<file path="config.mk">
export PLATFORM = sky130hd
export DESIGN_NAME = listing_loader_flat
export DESIGN_NICKNAME = d
export VERILOG_FILES = /design/src/rtl/listing_loader_if.sv /design/src/rtl/listing_loader.sv /design/src/flat_wrapper.sv
export SDC_FILE = /design/constraint.sdc
export NUM_CORES = 1
export LEC_CHECK = 0
export BUFFER_PORTS_ARGS = -buffer_cell sky130_fd_sc_hd__buf_4
export CORE_MARGIN = 3
export CORE_UTILIZATION = 55
export CTS_CLUSTER_DIAMETER = 100
export DETAILED_ROUTE_END_ITERATION = 10
export PLACE_DENSITY = 0.84
export REMOVE_ABC_BUFFERS = 1
export SLEW_MARGIN = 0
export SYNTH_ARGS = -nofsm -noshare
export SYNTH_HDL_FRONTEND = slang
export SYNTH_SLANG_ARGS = --single-unit
</file>
<file path="constraint.sdc">
create_clock -name clk -period 2 [get_ports clk]
set_input_delay 0.3 -clock clk [delete_from_list [all_inputs] [get_ports clk]]
set_output_delay 0.3 -clock clk [all_outputs]
set_load 0.01 [all_outputs]
</file>
<file path="src/rtl/listing_loader_if.sv">
// rtl/listing_loader_if.sv - host byte stream and CPU memory write port for listing_loader
// Purpose: bundles the loader's byte-stream handshake and its memory write port.
// Signals:
//   in_valid, in_data[7:0], in_last : host -> loader byte stream
//   in_ready                        : loader -> host, byte accepted this cycle
//   mem_wr_en, mem_addr[15:0], mem_wr_data[7:0] : loader -> CPU memory write port
// Modports: master = host/memory side, slave = loader side.
interface listing_loader_if;
  logic        in_valid;
  logic [7:0]  in_data;
  logic        in_last;
  logic        in_ready;
  logic        mem_wr_en;
  logic [15:0] mem_addr;
  logic [7:0]  mem_wr_data;

  modport master (
    output in_valid, in_data, in_last,
    input  in_ready, mem_wr_en, mem_addr, mem_wr_data
  );

  modport slave (
    input  in_valid, in_data, in_last,
    output in_ready, mem_wr_en, mem_addr, mem_wr_data
  );
endinterface

</file>
<file path="src/rtl/listing_loader.sv">
// rtl/listing_loader.sv - loads address/data records or a raw program image into CPU memory
// Purpose: parses a host byte stream either as 3-byte records (addr hi, addr lo, data)
//   or as a raw image placed from PROG_BASE, issuing single-cycle memory writes while
//   holding the CPU off the bus.
// Parameters: PROG_BASE - start address for program mode.
// Ports:
//   clk, rst_n (async, active low)
//   start, mode     : load request pulse and mode (0 = records, 1 = program image)
//   bus (slave)     : byte stream in, memory write port out
//   busy, cpu_hold  : load in progress / CPU stall request (identical)
//   done            : one-cycle end-of-load pulse
//   err             : sticky error, cleared on the next accepted start
//   wr_count        : memory writes since the last accepted start
// Build option: LOADER_CHECKSUM_EN - the in_last byte is an 8-bit checksum byte
//   (running sum of all accepted bytes must be 8'h00) instead of payload.
module listing_loader #(
  parameter logic [15:0] PROG_BASE = 16'h0200
) (
  input  logic            clk,
  input  logic            rst_n,
  input  logic            start,
  input  logic            mode,
  listing_loader_if.slave bus,
  output logic            busy,
  output logic            cpu_hold,
  output logic            done,
  output logic            err,
  output logic [15:0]     wr_count
);

  typedef enum logic [2:0] {IDLE, HI, LO, DAT, WR, FIN} state_t;

  state_t      state;
  logic        mode_r;
  logic        last_r;   // the data byte just written was the final stream byte
  logic [15:0] addr_r;
  logic        accept;

  assign accept   = bus.in_valid && bus.in_ready;
  assign cpu_hold = busy;

`ifdef LOADER_CHECKSUM_EN
  logic [7:0] sum_r;
  logic [7:0] sum_next;
  assign sum_next = sum_r + bus.in_data;
`endif

  // in_ready, mem_wr_en and done are registered: each is set on the edge that
  // enters the state in which it must be visible.
  always_ff @(posedge clk or negedge rst_n) begin
    if (!rst_n) begin
      state           <= IDLE;
      mode_r          <= 1'b0;
      last_r          <= 1'b0;
      addr_r          <= '0;
      bus.in_ready    <= 1'b0;
      bus.mem_wr_en   <= 1'b0;
      bus.mem_addr    <= '0;
      bus.mem_wr_data <= '0;
      busy            <= 1'b0;
      done            <= 1'b0;
      err             <= 1'b0;
      wr_count        <= '0;
`ifdef LOADER_CHECKSUM_EN
      sum_r           <= '0;
`endif
    end else begin
      bus.mem_wr_en <= 1'b0;
      done          <= 1'b0;
`ifdef LOADER_CHECKSUM_EN
      if (accept) sum_r <= sum_next;
`endif
      case (state)
        IDLE: begin
          if (start) begin
            mode_r       <= mode;
            wr_count     <= '0;
            err          <= 1'b0;
            busy         <= 1'b1;
            last_r       <= 1'b0;
            bus.in_ready <= 1'b1;
`ifdef LOADER_CHECKSUM_EN
            sum_r        <= '0;
`endif
            if (mode) begin
              addr_r <= PROG_BASE;
              state  <= DAT;
            end else begin
              state  <= HI;
            end
          end
        end
        HI: begin
          if (accept) begin
            addr_r[15:8] <= bus.in_data;
            if (bus.in_last) begin
              bus.in_ready <= 1'b0;
              done         <= 1'b1;
              state        <= FIN;
`ifdef LOADER_CHECKSUM_EN
              // Checksum byte at a record boundary is legal; only the sum decides.
              if (sum_next != 8'h00) err <= 1'b1;
`else
              err <= 1'b1;
`endif
            end else begin
              state <= LO;
            end
          end
        end
        LO: begin
          if (accept) begin
            addr_r[7:0] <= bus.in_data;
            if (bus.in_last) begin
              bus.in_ready <= 1'b0;
              done         <= 1'b1;
              err          <= 1'b1;
              state        <= FIN;
            end else begin
              state <= DAT;
            end
          end
        end
        DAT: begin
          if (accept) begin
            bus.in_ready <= 1'b0;
`ifdef LOADER_CHECKSUM_EN
            if (bus.in_last) begin
              done  <= 1'b1;
              state <= FIN;
              // In record mode the checksum may not replace a record's data byte.
              if (!mode_r || sum_next != 8'h00) err <= 1'b1;
            end else begin
              bus.mem_wr_en   <= 1'b1;
              bus.mem_addr    <= addr_r;
              bus.mem_wr_data <= bus.in_data;
              state           <= WR;
            end
`else
            last_r          <= bus.in_last;
            bus.mem_wr_en   <= 1'b1;
            bus.mem_addr    <= addr_r;
            bus.mem_wr_data <= bus.in_data;
            state           <= WR;
`endif
          end
        end
        WR: begin
          wr_count <= wr_count + 16'd1;
          if (last_r) begin
            done  <= 1'b1;
            state <= FIN;
          end else begin
            bus.in_ready <= 1'b1;
            if (mode_r) begin
              addr_r <= addr_r + 16'd1;
              state  <= DAT;
            end else begin
              state  <= HI;
            end
          end
        end
        FIN: begin
          busy  <= 1'b0;
          state <= IDLE;
        end
        default: state <= IDLE;
      endcase
    end
  end

endmodule

</file>
<file path="src/flat_wrapper.sv">
// flat-port wrapper written by rule: the top's interface ports become plain ports
module listing_loader_flat 
#(
  parameter logic [15:0] PROG_BASE = 16'h0200
)
  (clk, rst_n, start, mode, busy, cpu_hold, done, err, wr_count, bus_in_valid, bus_in_data, bus_in_last, bus_in_ready, bus_mem_wr_en, bus_mem_addr, bus_mem_wr_data);
  listing_loader_if bus_i ();
  input  logic clk;
  input  logic rst_n;
  input  logic start;
  input  logic mode;
  output logic busy;
  output logic cpu_hold;
  output logic done;
  output logic err;
  output logic [15:0] wr_count;
  input wire logic [$bits(bus_i.in_valid)-1:0] bus_in_valid;
  input wire logic [$bits(bus_i.in_data)-1:0] bus_in_data;
  input wire logic [$bits(bus_i.in_last)-1:0] bus_in_last;
  output wire logic [$bits(bus_i.in_ready)-1:0] bus_in_ready;
  output wire logic [$bits(bus_i.mem_wr_en)-1:0] bus_mem_wr_en;
  output wire logic [$bits(bus_i.mem_addr)-1:0] bus_mem_addr;
  output wire logic [$bits(bus_i.mem_wr_data)-1:0] bus_mem_wr_data;
  assign bus_i.in_valid = bus_in_valid;
  assign bus_i.in_data = bus_in_data;
  assign bus_i.in_last = bus_in_last;
  assign bus_in_ready = bus_i.in_ready;
  assign bus_mem_wr_en = bus_i.mem_wr_en;
  assign bus_mem_addr = bus_i.mem_addr;
  assign bus_mem_wr_data = bus_i.mem_wr_data;
  listing_loader #(.PROG_BASE(PROG_BASE)) u_core (.clk(clk), .rst_n(rst_n), .start(start), .mode(mode), .bus(bus_i), .busy(busy), .cpu_hold(cpu_hold), .done(done), .err(err), .wr_count(wr_count));
endmodule
</file>
# Word level (Yosys, flattened, before mapping)
# Index checks and enable logic that the tools add are counted.
word_totals:
  register_bits: 66
  inputBits: 14
  output_inout_bits: 46
  wordCells: 87
classes:
  add_sub_neg: 2
  eq_ne: 14
  mux: 38
  reduce_logical: 20
op_table:
  columns: ["operator", "n"]
  rows:
  - ["16-bit 2-to-1 mux", 5]
  - ["8-bit one-hot mux with 3 select lines", 2]
  - ["16-bit by 1-bit adder with 16-bit output (second input constant)", 2]
  - ["16-bit one-hot mux with 2 select lines", 1]
  - ["3-bit 2-to-1 mux", 7]
  - ["6-bit AND reduction", 3]
  - ["3-bit one-hot mux with 5 select lines", 1]
  - ["1-bit 2-to-1 mux", 14]
  - ["2-bit by 1-bit != test with 1-bit output (second input constant)", 6]
  - ["8-bit 2-to-1 mux", 1]
  - ["1-bit one-hot mux with 2 select lines", 4]
  - ["2-bit AND reduction", 4]
  - ["4-bit AND reduction", 2]
  - ["2-bit nonzero test", 4]
  - ["3-bit by 2-bit equality test with 1-bit output (second input constant)", 2]
  - ["3-bit equality test (second input constant)", 2]
  - ["2-bit != test (second input constant)", 3]
  - ["3-bit nonzero test", 2]
  - ["2-bit 2-to-1 mux", 2]
  - ["1-bit one-hot mux with 4 select lines", 1]
  - ["4-bit nonzero test", 1]
  - ["3-bit by 1-bit equality test with 1-bit output (second input constant)", 1]
  - ["3-bit zero test", 1]
  - ["3-bit AND reduction", 1]
  - ["2 further kinds", 2]

# Depth between registers and ports, before layout
# Gate-level depths: netlist of run 1.
depth:
  word_depth: 4
  mapped_depth: 7
  ltp_nobuf: 5

# Least setup slack after synthesis of run 1
# Ideal clock, no wire load.
synth_path:
  kind: "register to register"
  startpoint: "register u_core.state[1]"
  endpoint: "register u_core.bus.mem_wr_data[0]"
  setup_time_ns: 0.125
  arrival_time_ns: 1.499
  required_ns: 1.875
  path_slack_ns: 0.376
  stages_incl_launch_ff: 7
  n_path_buf: 3
  synth_period_minus_slack_ns: 1.624
  cell_sequence: "dfrtp_1 buf_2 buf_2 nand2_1 nor2_4 buf_4 mux2_2"
synth_via:
  elab_chain_cells: 2
synth_lines:
  columns: ["element", "line_no", "rtl"]
  rows:
  - ["start: declaration", "listing_loader.sv:33", "state_t state;"]
  - ["start signal: assignment", "listing_loader.sv:52", "state <= IDLE;"]
  - ["start signal: assignment", "listing_loader.sv:87", "state <= DAT;"]
  - ["start signal: assignment", "listing_loader.sv:89", "state <= HI;"]
  - ["3-bit by 2-bit equality test with 1-bit output", "listing_loader.sv:73", "case (state)"]
  - ["2-bit AND reduction (no line)", null, null]
  - ["end signal: assignment", "listing_loader.sv:143", "bus.mem_wr_data <= bus.in_data;"]
  - ["end: declaration", "listing_loader_if.sv:24", "output in_ready, mem_wr_en, mem_addr, mem_wr_data"]
# Every way passes these cells.
# A chain may end at the register's enable or synchronous reset.

# Worst setup path after layout of run 1
layout_path:
  startpoint: "register u_core.state[2]"
  endpoint: "register u_core.addr_r[6]"
layout_via:
  elab_chain_cells: 3
  word_cells_on_any_way: 11
  classes_between: "7 x eq/ne; 1 x mux; 3 x reduce/logical"
layout_lines:
  columns: ["element", "line_no", "rtl"]
  rows:
  - ["3-bit equality test, or another cell as far along", "listing_loader.sv:73", null]
  - ["2-bit by 1-bit != test with 1-bit output (no line), or another cell as far along", null, null]
  - ["6-bit AND reduction (no line)", null, null]
  - ["end signal: assignment", "listing_loader.sv:113", "addr_r[7:0] <= bus.in_data;"]
  - ["end signal: assignment", "listing_loader.sv:156", "addr_r <= addr_r + 16'd1;"]
  - ["end: declaration", "listing_loader.sv:36", "logic [15:0] addr_r;"]
# Several ways; a longest one is shown, not always the timed one.

==> results_dict.tcl, run 1 <==
set metrics [dict create \
    dr.first_iter.drc_count 135 \
    grt-ovfl-total 0 \
    worst_hold_path_type "input port to flop" \
    p_int_mw 3.43 \
    die_area_mm2 0.00721 \
    finalHoldViolations 0 \
    vias_in_the_first_global_route 2911 \
    grt_setup_unrepaired "false" \
    cts.htree.levels 3 \
    tritoncts.num_buffers 9 \
    run_status "finished, final reports clean" \
    num-nets-final 406 \
    drt-vias-per-instance 6.12 \
    power.combinational.fraction 0.399 \
    required_ps 2260 \
    arrival_ps 2070 \
    timing_max_transition_violations_final 0 \
    placedInstanceArea_mm2 0.00397 \
    core_area_mm2 0.00599 \
    synth-warning-count 0 \
    antenna_found_initial 0 \
    synth-async-reset-ratio 1.00 \
    global_route_wire_length_before_repair_mm 13.7 \
    finalHoldWorstSlack_ps 210 \
    post-route-period-util 0.901 \
    worst-setup-path-type "flop to flop" \
    path_clk_slew_ps 70 \
    p_leak_nw 1.99 \
    detail_route.first_pass.iterations 4 \
    starting_density_of_the_core 0.572 \
    finalSetupViolCount 0 \
    synth.distinct_cells 55 \
    worst_clock_skew_ps 6.25 \
    post_cts_hold_buffer_count 1 \
    postcts_setup_bufs 0 \
    pwr_density_cell_mw_per_mm2 1310 \
    worst_ir_drop_vdd_uv 757 \
    p_sw_frac 0.375 \
    maxCapViolations 0 \
    wl_per_cell_um 17.4 \
    post-route-util 0.697 \
    worst_slew_margin_rel 0.603 \
    synth_cells 323 \
    fraction_of_post_synthesis_cell_area_in_the_top_cell_type_by_area 0.482 \
    setup_total_negative_slack_ps 0 \
    clkSinkCount 66 \
    worst-slew-pin-transition_ps 591 \
    ctsResizeCount 0 \
    layout-drive-gt1-share 0.322 \
    power.net_switching_mw 2.06 \
    portBuffers 59 \
    grt_start_max_net_pins 40 \
    synth_most_common_cell "sky130_fd_sc_hd__dfrtp_1" \
    clockRootBuffer "sky130_fd_sc_hd__clkbuf_8" \
    flow.area_growth_from_synthesis_pct 21.8 \
    share_seq_of_total_power 0.406 \
    worst_path_largest_cell_delay_ps 530 \
    syn-cell-area_mm2 0.00343 \
    synth_edf_count 0 \
    timing.critical_path.fanout_max 19 \
    worst_setup_path_startpoint "u_core.state[2]" \
    gr-usage-all-layers 0.238 \
    antenna_cells_inserted 0 \
    vias 2871 \
    cp_slowest_cell "sky130_fd_sc_hd__or3b_4" \
    yosysSeqAreaShare 0.482 \
    row_count 28 \
    min_period_ps 1800 \
    dieWidth_um 84.9 \
    gpl.final_weighted_congestion 0.860 \
    reg_to_reg_critical_path_startpoint "u_core.state[2]" \
    endpoint_kind "flop" \
    placed_cells 453 \
    clock.fmax_mhz 555 \
    power.clock.fraction 0.195 \
    dieHeight_um 84.9 \
    route.final.wire_length_mm 8.17 \
    hpwl_after_detailed_placement_mm 5.84 \
    synth-seq-cells 66 \
    i_o_pin_total 60 \
    netlist.top_cell.by_area "sky130_fd_sc_hd__dfrtp_1" \
    post_synth_main_area_contributors "sky130_fd_sc_hd__dfrtp_1 (48%), sky130_fd_sc_hd__mux2_2 (7.9%), sky130_fd_sc_hd__o21ai_0 (3.5%)" \
    timing.critical_path.cells "or3b_4, buf_4, nor4_2, a21oi_1, o21ai_1" \
    drc 0 \
    tritoncts "built" \
    syn-mean-instance-area_um2 10.6 \
    post_layout_nonfiller_instances 469 \
    synth_ff_type "sky130_fd_sc_hd__dfrtp_1" \
    synthTopCellsByCount "sky130_fd_sc_hd__dfrtp_1 (66), sky130_fd_sc_hd__nand2_1 (29), sky130_fd_sc_hd__mux2_2 (24), sky130_fd_sc_hd__o21ai_0 (24), sky130_fd_sc_hd__nor2_1 (16)" \
    clockBufferDepth 2 \
    clkLatencyLatePin_ps 340 \
    drt.antenna.violating_nets 0 \
    critPathLaunchType "flop" \
    worstHoldStart "bus_in_last" \
    final_area_mm2 0.00417 \
]
==> cell families after synthesis <==
family                   after synthesis  synth area share
adder cells (fa/ha/maj)                2           0.00730
XOR/XNOR                               1           0.00256
multiplexers                          32             0.103
AND/OR/NAND/NOR                      109             0.192
AO/OA/AOI/OAI                         90             0.175
flip-flops                            66             0.482
buffers and inverters                 23            0.0391
==> cell usage in the layout, fill, tap and decap left out, drive strengths merged, types with 3 or more instances in the layout <==
cell and instances:
inv 3, o21ai 29, a31oi 8, o2bb2ai 10, a21oi 12, nand4 11, nor2 17, o211ai 5
buf 75, clkbuf 14, a21o 6, or3 3, nor3 7, and3 10, dfrtp 66, mux2 25
nor3b 4, nand2 29, nand3 9, nor4 6, mux2i 7, a22oi 10
==> power groups by stage <==
stage	Sequential [mW]	Clock, mW	Combinational, mW
2_1_floorplan	2.31	0	1.09
3_3_place_gp	2.22	0	2.14
3_5_place_dp	2.24	0	2.19
4_1_cts	2.22	1.09	2.20
5_1_grt	2.30	1.14	2.40
6_report	2.23	1.07	2.19
==> worst max-delay path: cells and delay by family, from the launching register on <==
family / cells / cell delay, ps
DFF: 1 / 490
and+or+nand+nor: 2 / 780
buffers and inverters: 1 / 240
AOI/OAI and AO/OA: 2 / 200
==> cell type report <==
type | count | area (um^2)
Fill cell | 434 | 1820
Sequential cell | 66 | 1650
Multi-Input combinational cell | 234 | 1640
Timing Repair Buffer | 76 | 586
Clock buffer | 14 | 183
Tap cell | 75 | 93.8
Inverter | 3 | 11.3
Clock inverter | 1 | 7.51
==> registers in the layout, summed over array words and instances (netlist names) <==
| name | flops |
|---|---|
| u_core.addr_r | 16 |
| u_core.bus.mem_addr | 16 |
| u_core.wr_count | 16 |
| u_core.bus.mem_wr_data | 8 |
| u_core.state | 3 |
| u_core.bus.in_ready | 1 |
| u_core.bus.mem_wr_en | 1 |
| u_core.busy | 1 |
| u_core.done | 1 |
| u_core.err | 1 |
| u_core.last_r | 1 |
| u_core.mode_r | 1 |
==> path summary, 6_finish.rpt <==
check	endpoint	slack [ps]	depth (start not counted)
worst max-delay path	u_core.addr_r[6]	200	5
worst min-delay path	u_core.last_r	210	3
worst max register to register	u_core.addr_r[6]	200	5
worst min register to register	u_core.wr_count[15]	470	1
max in group asynchronous	u_core.bus.mem_addr[3]	1010	3
min in group asynchronous	u_core.done	460	2
==> through the flow <==
stage | total power, mW | setup slack [ps]
after detailed placement | 4.43 | 237
after floorplan | 3.40 | 57.5
after global routing | 5.84 | 60.6
after CTS | 5.51 | 199
after global placement | 4.36 | 259
final | 5.49 | 199
==> routing by layer <==
metal	up-vias	track usage	wire length [um]
li1	1351	-	-
met4	0	0.0964	119
met3	10	0.0437	474
met1	1414	0.303	3480
met5	-	0	0
met2	96	0.402	4090
(Power assumes the default switching activity.)
==> run 2, diff against run 1 <==
clock period = 1.8 ns   (was 2 ns; I/O delays follow)
==> run 2 against run 1 <==
Compared with the run above: clock skew increased by 5.7 ps; critical path depth stayed put; power rose by 21%; via count rose by 4.5%; core utilization up 3.3 points; die area unchanged; non-clock buffer count up 13; maximum frequency up 2.3%.
==> results_dict.tcl, run 2 (synthesis results as in run 1) <==
set metrics [dict create \
    portBuffers 59 \
    timing.critical_path.fanout_max 13 \
    num-nets-final 419 \
    finalSetupViolCount 0 \
    dieHeight_um 84.9 \
    post-route-util 0.730 \
    drc 0 \
    grt-ovfl-total 0 \
    final_area_mm2 0.00437 \
    worst_path_largest_cell_delay_ps 480 \
    worst-slew-pin-transition_ps 524 \
    path_clk_slew_ps 70 \
    layout-drive-gt1-share 0.366 \
    worst_path_dominant_cell_family "simple AND/OR/NAND/NOR gates" \
    drt-vias-per-instance 6.22 \
    layout_common_cells "sky130_fd_sc_hd__buf_4 (83), sky130_fd_sc_hd__dfrtp_1 (63), sky130_fd_sc_hd__nand2_1 (28), sky130_fd_sc_hd__o21ai_0 (24), sky130_fd_sc_hd__mux2_2 (24)" \
    timing_max_transition_violations_final 0 \
    clkLatencyLatePin_ps 350 \
    maxCapViolations 0 \
    hpwl_after_detailed_placement_mm 6.02 \
    worst_ir_drop_vdd_uv 898 \
    dpl_worst_slack_ps -159 \
    min_period_ps 1760 \
    dr.first_iter.drc_count 221 \
    wl_per_cell_um 18.6 \
    grt_start_max_net_pins 43 \
    i_o_pin_total 60 \
    critPathLaunchType "flop" \
    antenna_found_initial 0 \
    drt.antenna.violating_nets 0 \
    starting_density_of_the_core 0.572 \
    endpoint_kind "flop" \
    core_area_mm2 0.00599 \
    run_status "finished, final reports clean" \
    route.final.wire_length_mm 8.97 \
    clockBufferDepth 2 \
    antenna_cells_inserted 0 \
    worst_slew_margin_rel 0.648 \
    tritoncts "built" \
    cts.htree.levels 3 \
    postLayoutSetupSlackWorst_ps 38.8 \
    clock.fmax_mhz 568 \
    post-route-period-util 0.978 \
    global_route_wire_length_before_repair_mm 15.2 \
    arrival_ps 2030 \
    p_leak_nw 2.08 \
    placedInstanceArea_mm2 0.00405 \
    crit_buf_inv 1 \
    gpl.final_weighted_congestion 0.919 \
    worst-setup-path-type "flop to flop" \
    worst_hold_path_type "input port to flop" \
    largest_registers "u_core.addr_r (16), u_core.bus.mem_addr (16), u_core.wr_count (16)" \
    flow.area_growth_from_synthesis_pct 27.6 \
    dieWidth_um 84.9 \
    clockRootBuffer "sky130_fd_sc_hd__clkbuf_8" \
    required_ps 2070 \
    vias_in_the_first_global_route 3068 \
    tritoncts.num_buffers 9 \
    pwr_density_cell_mw_per_mm2 1510 \
    detail_route.first_pass.iterations 5 \
    row_count 28 \
    worst_clock_skew_ps 11.9 \
    timing.critical_path.cells "or3b_4, buf_4, nor4_2, a21oi_1, o2bb2ai_1" \
    clkSinkCount 66 \
    most_frequent_standard_cell_in_the_layout_excluding_fill_and_tap_cells "sky130_fd_sc_hd__buf_4" \
    vias 2999 \
    cp_slowest_cell "sky130_fd_sc_hd__or3b_4" \
    gr-usage-all-layers 0.265 \
    finalHoldViolations 0 \
    die_area_mm2 0.00721 \
]
## run 2: final timing paths
check                           startpoint                to  slack, ps  cells after the start
max                        u_core.state[0]  u_core.addr_r[7]         40                      5
min                            bus_in_last     u_core.last_r        190                      3
max reg2reg                u_core.state[0]  u_core.addr_r[7]         40                      5
min reg2reg                     u_core.err        u_core.err        480                      1
max in group asynchronous            rst_n  u_core.addr_r[9]        890                      3
min in group asynchronous            rst_n       u_core.done        370                      2
## run 2: layout make-up
cell class / instances / area, um^2
clock buffers: 13 / 159
clock inverters: 2 / 60.1
fillers: 448 / 1620
inverters: 3 / 11.3
multi-input cells: 234 / 1690
flip-flops and latches: 66 / 1660
well taps: 75 / 93.8
repair buffers: 89 / 709
## run 2: routing by layer
layer,up-vias,wire [um],GRT usage
li1,1371,-,-
met1,1478,3700,0.346
met2,127,4510,0.422
met3,23,533,0.0641
met4,0,219,0.118
met5,-,0,0
## run 2: what timing repair did
item	4_1_cts	5_1_grt
gates resized for setup	2	11
setup endpoints to repair	14	20
hold endpoints to repair	24	0
buffers inserted	0	5
pin swaps	0	2
hold buffers	1	0
## run 2: power by group
| part | internal [mW] | total, mW | leakage [nW] | switching (mW) |
|---|---|---|---|---|
| clock network | 0.850 | 1.42 | 0.110 | 0.569 |
| registers | 1.95 | 2.47 | 0.866 | 0.514 |
| logic | 1.39 | 2.74 | 1.10 | 1.34 |
| total | 4.20 | 6.62 | 2.08 | 2.43 |
## run 2: stage by stage
| step | cells | TNS (ps) | hold WS [ps] | power, mW |
|---|---|---|---|---|
| 5_1_grt | 482 | -75.6 | 179 | 7.04 |
| 4_1_cts | 477 | 0 | 187 | 6.44 |
| 3_5_place_dp | 461 | -1090 | 202 | 4.98 |
| 3_3_place_gp | 461 | -452 | 196 | 4.89 |
| 2_1_floorplan | 303 | -663 | -25.6 | 3.78 |
| 6_report | 482 | 0 | 190 | 6.62 |
## run 2: tightest hold or removal path: stages
cell                      delay [ps]
sky130_fd_sc_hd__buf_4           110
sky130_fd_sc_hd__nand2_1          40
sky130_fd_sc_hd__o21ai_0          70
